## src/rtl/hankel_pkg.sv

```systemverilog
`default_nettype none
// ============================================================================
// Module      : hankel_pkg
// Description : Shared widths, bank-state encoding and fill pattern for the
//               Hankel front-end sample buffer.
// Revision    : 1.0 - initial release
// ============================================================================
package hankel_pkg;

    localparam int HK_DW        = 16;
    localparam int HK_AW        = 8;
    localparam int HK_FRAME_LEN = 64;

    localparam logic [15:0] FILL_DATA = 16'hFFFF;

    typedef enum logic [1:0] {
        BANK_EMPTY   = 2'd0,
        BANK_FILLING = 2'd1,
        BANK_FULL    = 2'd2,
        BANK_READING = 2'd3
    } bank_state_e;

    // A bank holding a complete frame cannot accept samples.
    function automatic logic is_held(input bank_state_e s);
        return (s == BANK_FULL) || (s == BANK_READING);
    endfunction

endpackage
`default_nettype wire

```

## src/rtl/hankel_sample_buf_if.sv

```systemverilog
`default_nettype none
// ============================================================================
// Module      : hankel_sample_buf_if
// Description : Sample stream, builder read port and status bundle.
// Revision    : 1.0 - initial release
// ============================================================================
interface hankel_sample_buf_if
    import hankel_pkg::*;
#(
    parameter int DW = HK_DW,
    parameter int AW = HK_AW
);
    logic [DW-1:0] in_data;
    logic          in_valid;
    logic          in_ready;
    logic          start;
    logic          rd;
    logic [AW-1:0] addr;
    logic [DW-1:0] data;
    logic          frame_done;
    logic [1:0]    frames_pending;
    logic          err;

    modport master (
        output in_data, in_valid, rd, addr, frame_done,
        input  in_ready, start, data, frames_pending, err
    );

    modport slave (
        input  in_data, in_valid, rd, addr, frame_done,
        output in_ready, start, data, frames_pending, err
    );

endinterface
`default_nettype wire

```

## src/rtl/sample_bank_ram.sv

```systemverilog
`default_nettype none
// ============================================================================
// Module      : sample_bank_ram
// Description : Simple dual-port RAM, one write port and one registered read
//               port holding both frame banks.
// Revision    : 1.0 - initial release
// ============================================================================
module sample_bank_ram
    import hankel_pkg::*;
#(
    parameter int DW    = HK_DW,
    parameter int DEPTH = 2 * HK_FRAME_LEN,
    parameter int ABITS = $clog2(2 * HK_FRAME_LEN)
) (
    input  logic             clk,
    input  logic             rst_n,
    input  logic             we_i,
    input  logic [ABITS-1:0] waddr_i,
    input  logic [DW-1:0]    wdata_i,
    input  logic             re_i,
    input  logic [ABITS-1:0] raddr_i,
    output logic [DW-1:0]    rdata_o
);

    logic [DW-1:0] mem_q [DEPTH];
    logic [DW-1:0] rdata_q;

    always_ff @(posedge clk) begin
        if (we_i) begin
            mem_q[waddr_i] <= wdata_i;
        end
    end

    // Output register only moves on a read, so it holds between requests.
    always_ff @(posedge clk or negedge rst_n) begin
        if (!rst_n) begin
            rdata_q <= '0;
        end else if (re_i) begin
            rdata_q <= mem_q[raddr_i];
        end
    end

    assign rdata_o = rdata_q;

endmodule
`default_nettype wire

```

## src/rtl/hankel_sample_buf.sv

```systemverilog
`default_nettype none
// ============================================================================
// Module      : hankel_sample_buf
// Description : Ping-pong frame buffer feeding the Hankel builder: fills one
//               bank from the stream while the builder reads the other.
// Revision    : 1.0 - initial release
// ============================================================================
module hankel_sample_buf
    import hankel_pkg::*;
#(
    parameter int DW        = HK_DW,
    parameter int AW        = HK_AW,
    parameter int FRAME_LEN = HK_FRAME_LEN
) (
    input  logic                clk,
    input  logic                rst_n,
    hankel_sample_buf_if.slave  bus
);

    localparam int IW  = $clog2(FRAME_LEN);
    localparam int RAW = IW + 1;
    localparam int AW1 = AW + 1;

    localparam logic [IW-1:0]  c_last_idx   = IW'(FRAME_LEN - 1);
    localparam logic [AW1-1:0] c_frame_len  = AW1'(FRAME_LEN);
    localparam logic [RAW-1:0] c_bank1_base = RAW'(FRAME_LEN);

    bank_state_e   bank_q [2];
    bank_state_e   bank_d [2];
    logic          wr_bank_q, wr_bank_d;
    logic          rd_bank_q, rd_bank_d;
    logic [IW-1:0] wr_cnt_q, wr_cnt_d;
    logic          start_q, start_d;
    logic          err_q, err_d;
    logic          fill_q, fill_d;
    logic [1:0]    pending_q, pending_d;

    logic           w_in_ready;
    logic           w_accept;
    logic           w_ram_re;
    logic [RAW-1:0] w_waddr;
    logic [RAW-1:0] w_raddr;
    logic [DW-1:0]  w_ram_rdata;

    assign w_in_ready = !is_held(bank_q[wr_bank_q]);
    assign w_accept   = bus.in_valid && w_in_ready;

    // Banks are laid out back to back so non-power-of-two frames stay dense.
    assign w_waddr = wr_bank_q ? (c_bank1_base + RAW'(wr_cnt_q)) : RAW'(wr_cnt_q);
    assign w_raddr = rd_bank_q ? (c_bank1_base + RAW'(bus.addr[IW-1:0]))
                               : RAW'(bus.addr[IW-1:0]);

    always_comb begin
        bank_d    = bank_q;
        wr_bank_d = wr_bank_q;
        rd_bank_d = rd_bank_q;
        wr_cnt_d  = wr_cnt_q;
        err_d     = err_q;
        fill_d    = fill_q;
        w_ram_re  = 1'b0;

        if (w_accept) begin
            if (bank_q[wr_bank_q] == BANK_EMPTY) begin
                bank_d[wr_bank_q] = BANK_FILLING;
            end
            if (wr_cnt_q == c_last_idx) begin
                bank_d[wr_bank_q] = BANK_FULL;
                wr_cnt_d          = '0;
                wr_bank_d         = ~wr_bank_q;
            end else begin
                wr_cnt_d = wr_cnt_q + 1'b1;
            end
        end

        // start_q is high exactly while the read bank is FULL and idle.
        if (start_q) begin
            bank_d[rd_bank_q] = BANK_READING;
        end

        if (bus.frame_done) begin
            if (bank_q[rd_bank_q] == BANK_READING) begin
                bank_d[rd_bank_q] = BANK_EMPTY;
                rd_bank_d         = ~rd_bank_q;
            end else begin
                err_d = 1'b1;
            end
        end

        if (bus.rd) begin
            if (bank_q[rd_bank_q] == BANK_READING) begin
                fill_d   = ({1'b0, bus.addr} >= c_frame_len);
                w_ram_re = !fill_d;
            end else begin
                fill_d = 1'b1;
                err_d  = 1'b1;
            end
        end
    end

    // Registered start mirrors the next-state handoff condition, giving a
    // pulse in the cycle a frame first sits FULL with no reader active.
    always_comb begin
        start_d   = (bank_d[rd_bank_d] == BANK_FULL)
                 && (bank_d[0] != BANK_READING)
                 && (bank_d[1] != BANK_READING);
        pending_d = 2'(is_held(bank_d[0])) + 2'(is_held(bank_d[1]));
    end

    always_ff @(posedge clk or negedge rst_n) begin
        if (!rst_n) begin
            bank_q[0] <= BANK_EMPTY;
            bank_q[1] <= BANK_EMPTY;
            wr_bank_q <= 1'b0;
            rd_bank_q <= 1'b0;
            wr_cnt_q  <= '0;
            start_q   <= 1'b0;
            err_q     <= 1'b0;
            fill_q    <= 1'b0;
            pending_q <= 2'd0;
        end else begin
            bank_q    <= bank_d;
            wr_bank_q <= wr_bank_d;
            rd_bank_q <= rd_bank_d;
            wr_cnt_q  <= wr_cnt_d;
            start_q   <= start_d;
            err_q     <= err_d;
            fill_q    <= fill_d;
            pending_q <= pending_d;
        end
    end

    sample_bank_ram #(
        .DW    (DW),
        .DEPTH (2 * FRAME_LEN),
        .ABITS (RAW)
    ) u_ram (
        .clk     (clk),
        .rst_n   (rst_n),
        .we_i    (w_accept),
        .waddr_i (w_waddr),
        .wdata_i (bus.in_data),
        .re_i    (w_ram_re),
        .raddr_i (w_raddr),
        .rdata_o (w_ram_rdata)
    );

    assign bus.in_ready       = w_in_ready;
    assign bus.start          = start_q;
    assign bus.data           = fill_q ? {DW{1'b1}} : w_ram_rdata;
    assign bus.frames_pending = pending_q;
    assign bus.err            = err_q;

endmodule
`default_nettype wire

```

## src/flat_wrapper.sv

```systemverilog
// flat-port wrapper written by rule: the top's interface ports become plain ports
module hankel_sample_buf_flat import hankel_pkg::*;
#(
    parameter int DW        = HK_DW,
    parameter int AW        = HK_AW,
    parameter int FRAME_LEN = HK_FRAME_LEN
)
  (clk, rst_n, bus_in_data, bus_in_valid, bus_rd, bus_addr, bus_frame_done, bus_in_ready, bus_start, bus_data, bus_frames_pending, bus_err);
  hankel_sample_buf_if #(.DW(DW), .AW(AW)) bus_i ();
  input  logic clk;
  input  logic rst_n;
  input wire logic [$bits(bus_i.in_data)-1:0] bus_in_data;
  input wire logic [$bits(bus_i.in_valid)-1:0] bus_in_valid;
  input wire logic [$bits(bus_i.rd)-1:0] bus_rd;
  input wire logic [$bits(bus_i.addr)-1:0] bus_addr;
  input wire logic [$bits(bus_i.frame_done)-1:0] bus_frame_done;
  output wire logic [$bits(bus_i.in_ready)-1:0] bus_in_ready;
  output wire logic [$bits(bus_i.start)-1:0] bus_start;
  output wire logic [$bits(bus_i.data)-1:0] bus_data;
  output wire logic [$bits(bus_i.frames_pending)-1:0] bus_frames_pending;
  output wire logic [$bits(bus_i.err)-1:0] bus_err;
  assign bus_i.in_data = bus_in_data;
  assign bus_i.in_valid = bus_in_valid;
  assign bus_i.rd = bus_rd;
  assign bus_i.addr = bus_addr;
  assign bus_i.frame_done = bus_frame_done;
  assign bus_in_ready = bus_i.in_ready;
  assign bus_start = bus_i.start;
  assign bus_data = bus_i.data;
  assign bus_frames_pending = bus_i.frames_pending;
  assign bus_err = bus_i.err;
  hankel_sample_buf #(.DW(DW), .AW(AW), .FRAME_LEN(FRAME_LEN)) u_core (.clk(clk), .rst_n(rst_n), .bus(bus_i));
endmodule
```

## config.mk

```make
export PLATFORM = sky130hd
export DESIGN_NAME = hankel_sample_buf_flat
export DESIGN_NICKNAME = d
export VERILOG_FILES = /design/src/rtl/hankel_pkg.sv /design/src/rtl/hankel_sample_buf_if.sv /design/src/rtl/sample_bank_ram.sv /design/src/rtl/hankel_sample_buf.sv /design/src/flat_wrapper.sv
export SDC_FILE = /design/constraint.sdc
export NUM_CORES = 2
export LEC_CHECK = 0
export CAP_MARGIN = 5
export CORE_MARGIN = 1
export CORE_UTILIZATION = 55
export CTS_BUF_LIST = sky130_fd_sc_hd__clkbuf_4
export CTS_CLUSTER_SIZE = 8
export DETAILED_ROUTE_END_ITERATION = 10
export PLACE_DENSITY_LB_ADDON = 0.2
export SLEW_MARGIN = 20
export SYNTH_ARGS = -nofsm -noshare
export SYNTH_HDL_FRONTEND = slang
export SYNTH_HIERARCHICAL = 1
export SYNTH_SLANG_ARGS = --single-unit
```

## constraint.sdc

```tcl
create_clock -name clk -period 5.84 [get_ports clk]
set_input_delay 0.876 -clock clk [delete_from_list [all_inputs] [get_ports clk]]
set_output_delay 0.876 -clock clk [all_outputs]
set_load 0.01 [all_outputs]
```

# Word level (Yosys, flattened, before mapping)
# Memory sizes are Yosys's and may differ from the RTL's. A register that Yosys moved wholly into a read port is not among the register bits.
# Index checks and enable logic that the tools add are counted.
# Widths: inputs -> output; s select.
[classes] reduce_logical=13 eq_ne=11 mux=35 n_shift=0 div=0 add_sub_neg=4 multipliers=0 magnitude_cmp=6 bitwise=14
[op_table] cell="$mux 4" count=7
[op_table] cell="$mux 2" count=11
[op_table] cell="$eq 2x2->1 const B" count=8
[op_table] cell="$mux 16" count=1
[op_table] cell="$add 7x6->7 const A" count=2
[op_table] cell="$mux 7" count=2
[op_table] cell="$mux 1" count=11
[op_table] cell="$ge 8x7->1 const B" count=1
[op_table] cell="$add 6x1->6 const B" count=1
[op_table] cell="$eq 6x6->1 const B" count=1
[op_table] cell="$ge 2x2->1 const B" count=3
[op_table] cell="$mux 6" count=1
[op_table] cell="$not 1->2" count=3
[op_table] cell="$logic_and 1x1->1" count=5
[op_table] cell="$and 2x2->2" count=2
[op_table] cell="$and 4x4->4" count=1
[op_table] cell="$demux 2 s1" count=2
[op_table] cell="$lt 2x1->1 const B" count=2
[op_table] cell="$ne 2x2->1 const B" count=2
[op_table] cell="$not 2->2" count=2
[op_table] cell="$not 4->4" count=1
[op_table] cell="$or 2x2->2" count=2
[op_table] cell="$or 4x4->4" count=1
[op_table] cell="$logic_not 1->1" count=3
[op_table] cell="other kinds (5)" count=8
[word_totals] output_inout_bits=21 regBits=17 input_bits=29 latchBits=0 ramBits=2048 n_memories=1 elab_cells=93 rom_bits=0
[mem_list] name="u_core.u_ram.mem_q" depth=128 word_bits=16 read_ports=1 rd_clocked_by_memory_dff=1 write_ports=1 line="sample_bank_ram.sv:25" text="logic [DW-1:0] mem_q [DEPTH];"

# Logic depth before layout (Yosys ltp)
[depth] depth_word=23 depth_mapped=12

# Modules after synthesis
# The synthesis kept the hierarchy.
[by_module_without_submodules] module="sample_bank_ram" cells_per_inst=3926 seq_area_each_um2=61899.4 n_inst=1 area_each_um2=80577.3
[by_module_without_submodules] module="hankel_sample_buf" cells_per_inst=99 seq_area_each_um2=425.4 n_inst=1 area_each_um2=963.4

# Worst setup path before layout
# Ideal clock, no wire load.
[synth_timing] path_kind="reg-to-reg" start="register u_core.wr_bank_q" end="memory u_core/u_ram/mem_q[100][0] in the netlist's numbering (enable)" path_stages_with_launch=7 synth_period_minus_slack_ps=3194 arrival_ps=2785 path_buffers=1 slack_ps=2646 path_cell_list="dfrtp_1 > mux2i_2 > nand2_2 > inv_4 > clkbuf_1 > nand4_1 > nor3_1"
[synth_via] elab_chain_cells=10 elab_cells_between_ends=12
[synth_lines] element="from (decl)" line="hankel_sample_buf.sv:30" text="logic wr_bank_q, wr_bank_d;"
[synth_lines] element="from (signal assigned)" line="hankel_sample_buf.sv:122" text="wr_bank_q <= wr_bank_d;"
[synth_lines] element="$not 1->2 (implied by the code) (*)" line="hankel_sample_buf.sv:45" text="assign w_in_ready = !is_held(bank_q[wr_bank_q]);"
[synth_lines] element="$mux 2 (implied by the code) (*) (3 in series)" line="hankel_sample_buf.sv:45"
[synth_lines] element="$eq 2x2->1" line="hankel_pkg.sv:25" text="return (s == BANK_FULL) || (s == BANK_READING);"
[synth_lines] element="$logic_or 1x1->1 (*)" line="hankel_pkg.sv:25"
[synth_lines] element="$logic_not 1->1 (*)" line="hankel_sample_buf.sv:45"
[synth_lines] element="via bus_in_ready" line="flat_wrapper.sv:17" text="output wire logic [$bits(bus_i.in_ready)-1:0] bus_in_ready;"
[synth_lines] element="$logic_and 1x1->1 (*)" line="hankel_sample_buf.sv:46" text="assign w_accept = bus.in_valid && w_in_ready;"
[synth_lines] element="via u_core.w_accept" line="hankel_sample_buf.sv:39" text="logic w_accept;"
[synth_lines] element="$mux 1 (*)" line="sample_bank_ram.sv:29" text="if (we_i) begin"
[synth_lines] element="$mux 1 (implied by the code) (*)" line="sample_bank_ram.sv:30" text="mem_q[waddr_i] <= wdata_i;"
[synth_lines] element="to (decl)" line="sample_bank_ram.sv:25"
# The timed path passes the listed nets; every way through them passes the cells marked *. The select of a mux whose other input is x is not followed.

# Worst setup path in the final report
[layout_timing] start="register u_core.fill_q" end="output port bus_data[9]"
[layout_via] elab_chain_cells=1
[layout_lines] element="from (decl)" line="hankel_sample_buf.sv:35" text="logic fill_q, fill_d;"
[layout_lines] element="from (signal assigned)" line="hankel_sample_buf.sv:127" text="fill_q <= fill_d;"
[layout_lines] element="$mux 16" line="hankel_sample_buf.sv:149" text="assign bus.data = fill_q ? {DW{1'b1}} : w_ram_rdata;"
[layout_lines] element="to (decl)" line="flat_wrapper.sv:19" text="output wire logic [$bits(bus_i.data)-1:0] bus_data;"
# Every way passes these cells.

==> impl_results.md <==
* Slowest-stage cell, CP: dfrtp_1
* Post-CTS Setup Inserts at 0
* Syn-to-layout area delta at 12.01%
* YS warnings at 6
* Dominant synthesized flop cell: edfxtp_1
* Int Power at 0.02341 W
* GRT Total Usage at 0.2912
* Die width at 387.0 um
* Final Cycle Share at 0.7006
* Worst slew pin tran at 1.104 ns
* Iter 0 DRT Violations at 6011
* Max_cap viols at 0
* Final Skew at 0.1038 ns
* Height of the die at 387.0 um
* Final Hold Fails at 0
* Final Worst Setup Slack at 1.748 ns
* Initial core utilization at 0.5568
* Vias/cell at 6.411
* Final TNS setup at 0 ns
* Max VDD drop at 0.0001926 V
* Status: finished, final reports clean
* Pin count of the biggest net entering global routing at 93
* Critical path cell sequence: or2_2 -> clkdlybuf4s50_1
* Clk slew on worst S/H paths at 0.06 ns
* Hold_buf cts at 2
* Port Buffer Count at 49
* Clock Tree Buf Depth at 4
* Via count at 44148
* Final core utilization at 0.6237
* Placer Congestion at 0.9375
* Clk pwr share at 0.407
* Yosys cell types at 86
* Antenna Nets Post-Route at 0
* TritonCTS buffer count at 545
* EDFF count, synth at 2048
* Cells after Synth at 4025
* WP data arrival at 3.22 ns
* Syn_area_per_cell at 20.26 um2
* Synth async-reset ratio at 0.01586
* Most common cell after layout, fill and taps aside: edfxtp_1
* CTS tree: yes
* CTS sink count at 2081
* CP required at 4.96 ns
* Combinational share of power at 0.046
* Top-Level Pins at 50
* Setup violators final at 0
* Slew Viols, Final at 0
* Worst-path fanout max at 17
* Leakage at 30.38 nW
* Final HPWL DP at 130.1 mm
* Netlist Area Pre-Place at 81540 um2
* Power Density at 328.3 nW/um2
* Grt total ovfl at 0
* Area of the multi-input gates at 17640 um2
* Initial antenna violation count at 8
* Post-route minimum period at 4.092 ns
* Vias in the first global route at 43585
* Core area at 146400 um2
* Fill cell count at 10353
* Post-CTS Resized at 0
* Worst min path class: in -> reg
* Commonest non-fill, non-tap cells in the layout: edfxtp_1, clkbuf_4, mux2i_1, mux4_2, buf_4
* Placed cell count at 5983
* Routed len/inst at 31.66 um
* Startpoint types: flop
* Row Count at 140
* Critical Path End Type: primary output
* Root Driver: clkbuf_4
* DR pass1 iterations at 9
* Reg area at 62320 um2
* RSZ-0062 raised after global routing: no
* Fmax at 0.2444 GHz
* DRC errors left at 0
* Finished Layout Cells at 6886
* CP Class: reg -> out
* Post-synthesis sequential area ratio at 0.7643
* Sw Ratio at 0.2193
* Setup WS pre-CTS at 1.283 ns
* Max incr delay on CP at 0.91 ns
* DIE AREA at 149800 um2
* H-tree depth at 6
* Total power at 0.02999 W
* First-pass GRT wire length at 308.6 mm
* Slew HR at 0.2543
* Routed WL at 218.0 mm
* Final nets at 4647
* Share of cells above drive strength 1 at 0.2976
* Sw power at 0.006575 W
* Syn nets at 4056
* FF+latch count, synth at 2081
* Clock latency at the later pin of the worst-skew pair at 1.35 ns
* Seq pwr share at 0.547
-- state kept, by name, summed over array words and instances (netlist names) --
signal and cells:
u_core/u_ram/rdata_o 16, u_core/bus.start 1, u_core/rd_bank_q 1, u_core/bus.err 1, u_core/wr_bank_q 1, u_core/u_ram/mem_q 2048
u_core/bus.frames_pending 2, u_core/fill_q 1, u_core/bank_q 4, u_core/wr_cnt_q 6
-- metal layers --
| metal | share of wire | track usage | vias up |
|---|---|---|---|
| li1 | - | - | 18198 |
| met1 | 0.39 | 0.4088 | 22719 |
| met2 | 0.47 | 0.4394 | 2813 |
| met3 | 0.11 | 0.07505 | 416 |
| met4 | 0.035 | 0.1190 | 2 |
| met5 | 0.000064 | 0 | - |
-- power groups by stage --
stage	logic [W]	registers [W]	clock network, W
final	0.00138	0.0164	0.0122
after global routing	0.00143	0.0164	0.0132
after CTS	0.00137	0.0164	0.0125
after detailed placement	0.00137	0.0167	0
after global placement	0.00135	0.0167	0
after floorplan	0.000754	0.0167	0
-- critical path, delay by kind of cell, from the launching register on --
family | cells | cell delay, ns
simple gates | 1 | 0.41
flops | 1 | 0.91
buf+inv | 1 | 0.59
-- cell usage after synthesis, types with 13 or more instances --
cell type,n,area (um2)
o211ai_1,13,97.59
nand3_1,36,180.2
o221ai_1,42,367.9
mux4_2,330,7432
buf_4,15,112.6
mux2_2,24,270.3
dfrtp_1,33,825.8
nand2_1,124,465.5
mux2i_1,385,3854
mux4_1,16,420.4
o22ai_1,42,262.8
buf_8,19,285.3
a221oi_1,14,122.6
a31oi_1,23,143.9
a211oi_1,33,247.7
or2_2,18,112.6
buf_2,59,295.3
a22oi_1,104,780.8
buf_6,34,382.9
clkbuf_1,81,304.0
edfxtp_1,2048,61500
nor3_1,50,250.2
a21oi_1,86,430.4
o21ai_0,32,160.2
nor2_1,162,608.1
nor2b_1,31,193.9
-- cells by family after synthesis --
logic type	Yosys count	share of synthesized area
multiplexers	756	0.1470
adder cells (fa/ha/maj)	2	0.0003068
flip-flops	2081	0.7643
AND/OR/NAND/NOR	484	0.02757
XOR/XNOR	3	0.0003223
AO/OA/AOI/OAI	456	0.03980
buffers and inverters	243	0.02061
-- layout make-up --
| type | count | share of cell area |
|---|---|---|
| flip-flops and latches | 2081 | 0.6824 |
| multi-input cells | 1701 | 0.1932 |
| clock buffers | 767 | 0.06305 |
| well taps | 1917 | 0.02626 |
| repair buffers | 275 | 0.02518 |
| clock inverters | 120 | 0.009028 |
| inverters | 12 | 0.0005480 |
| diodes | 13 | 0.0003562 |
-- stage by stage --
stage	hold WS [ns]	area (um2)
global route	0.009655	91320
finish	0.07638	91330
floorplan	0.4440	81540
detailed placement	0.4793	84660
global placement	0.4761	84650
CTS	0.0007880	91270
-- path summary, 6_finish.rpt --
path / from / depth (start not counted) / endpoint / slack [ns]
min in group asynchronous: rst_n / 2 / u_core/u_ram/rdata_o[8] / 0.27
worst min register to register: u_core/u_ram/rdata_o[3] / 2 / u_core/u_ram/rdata_o[3] / 0.50
worst max register to register: u_core/rd_bank_q / 8 / u_core/u_ram/rdata_o[13] / 2.07
max in group asynchronous: rst_n / 2 / u_core/wr_cnt_q[3] / 4.89
worst min-delay path: bus_in_data[2] / 1 / u_core/u_ram/mem_q[94][2] / 0.08
worst max-delay path: u_core/fill_q / 2 / bus_data[9] / 1.75
Power figures use the tool's default switching activity.
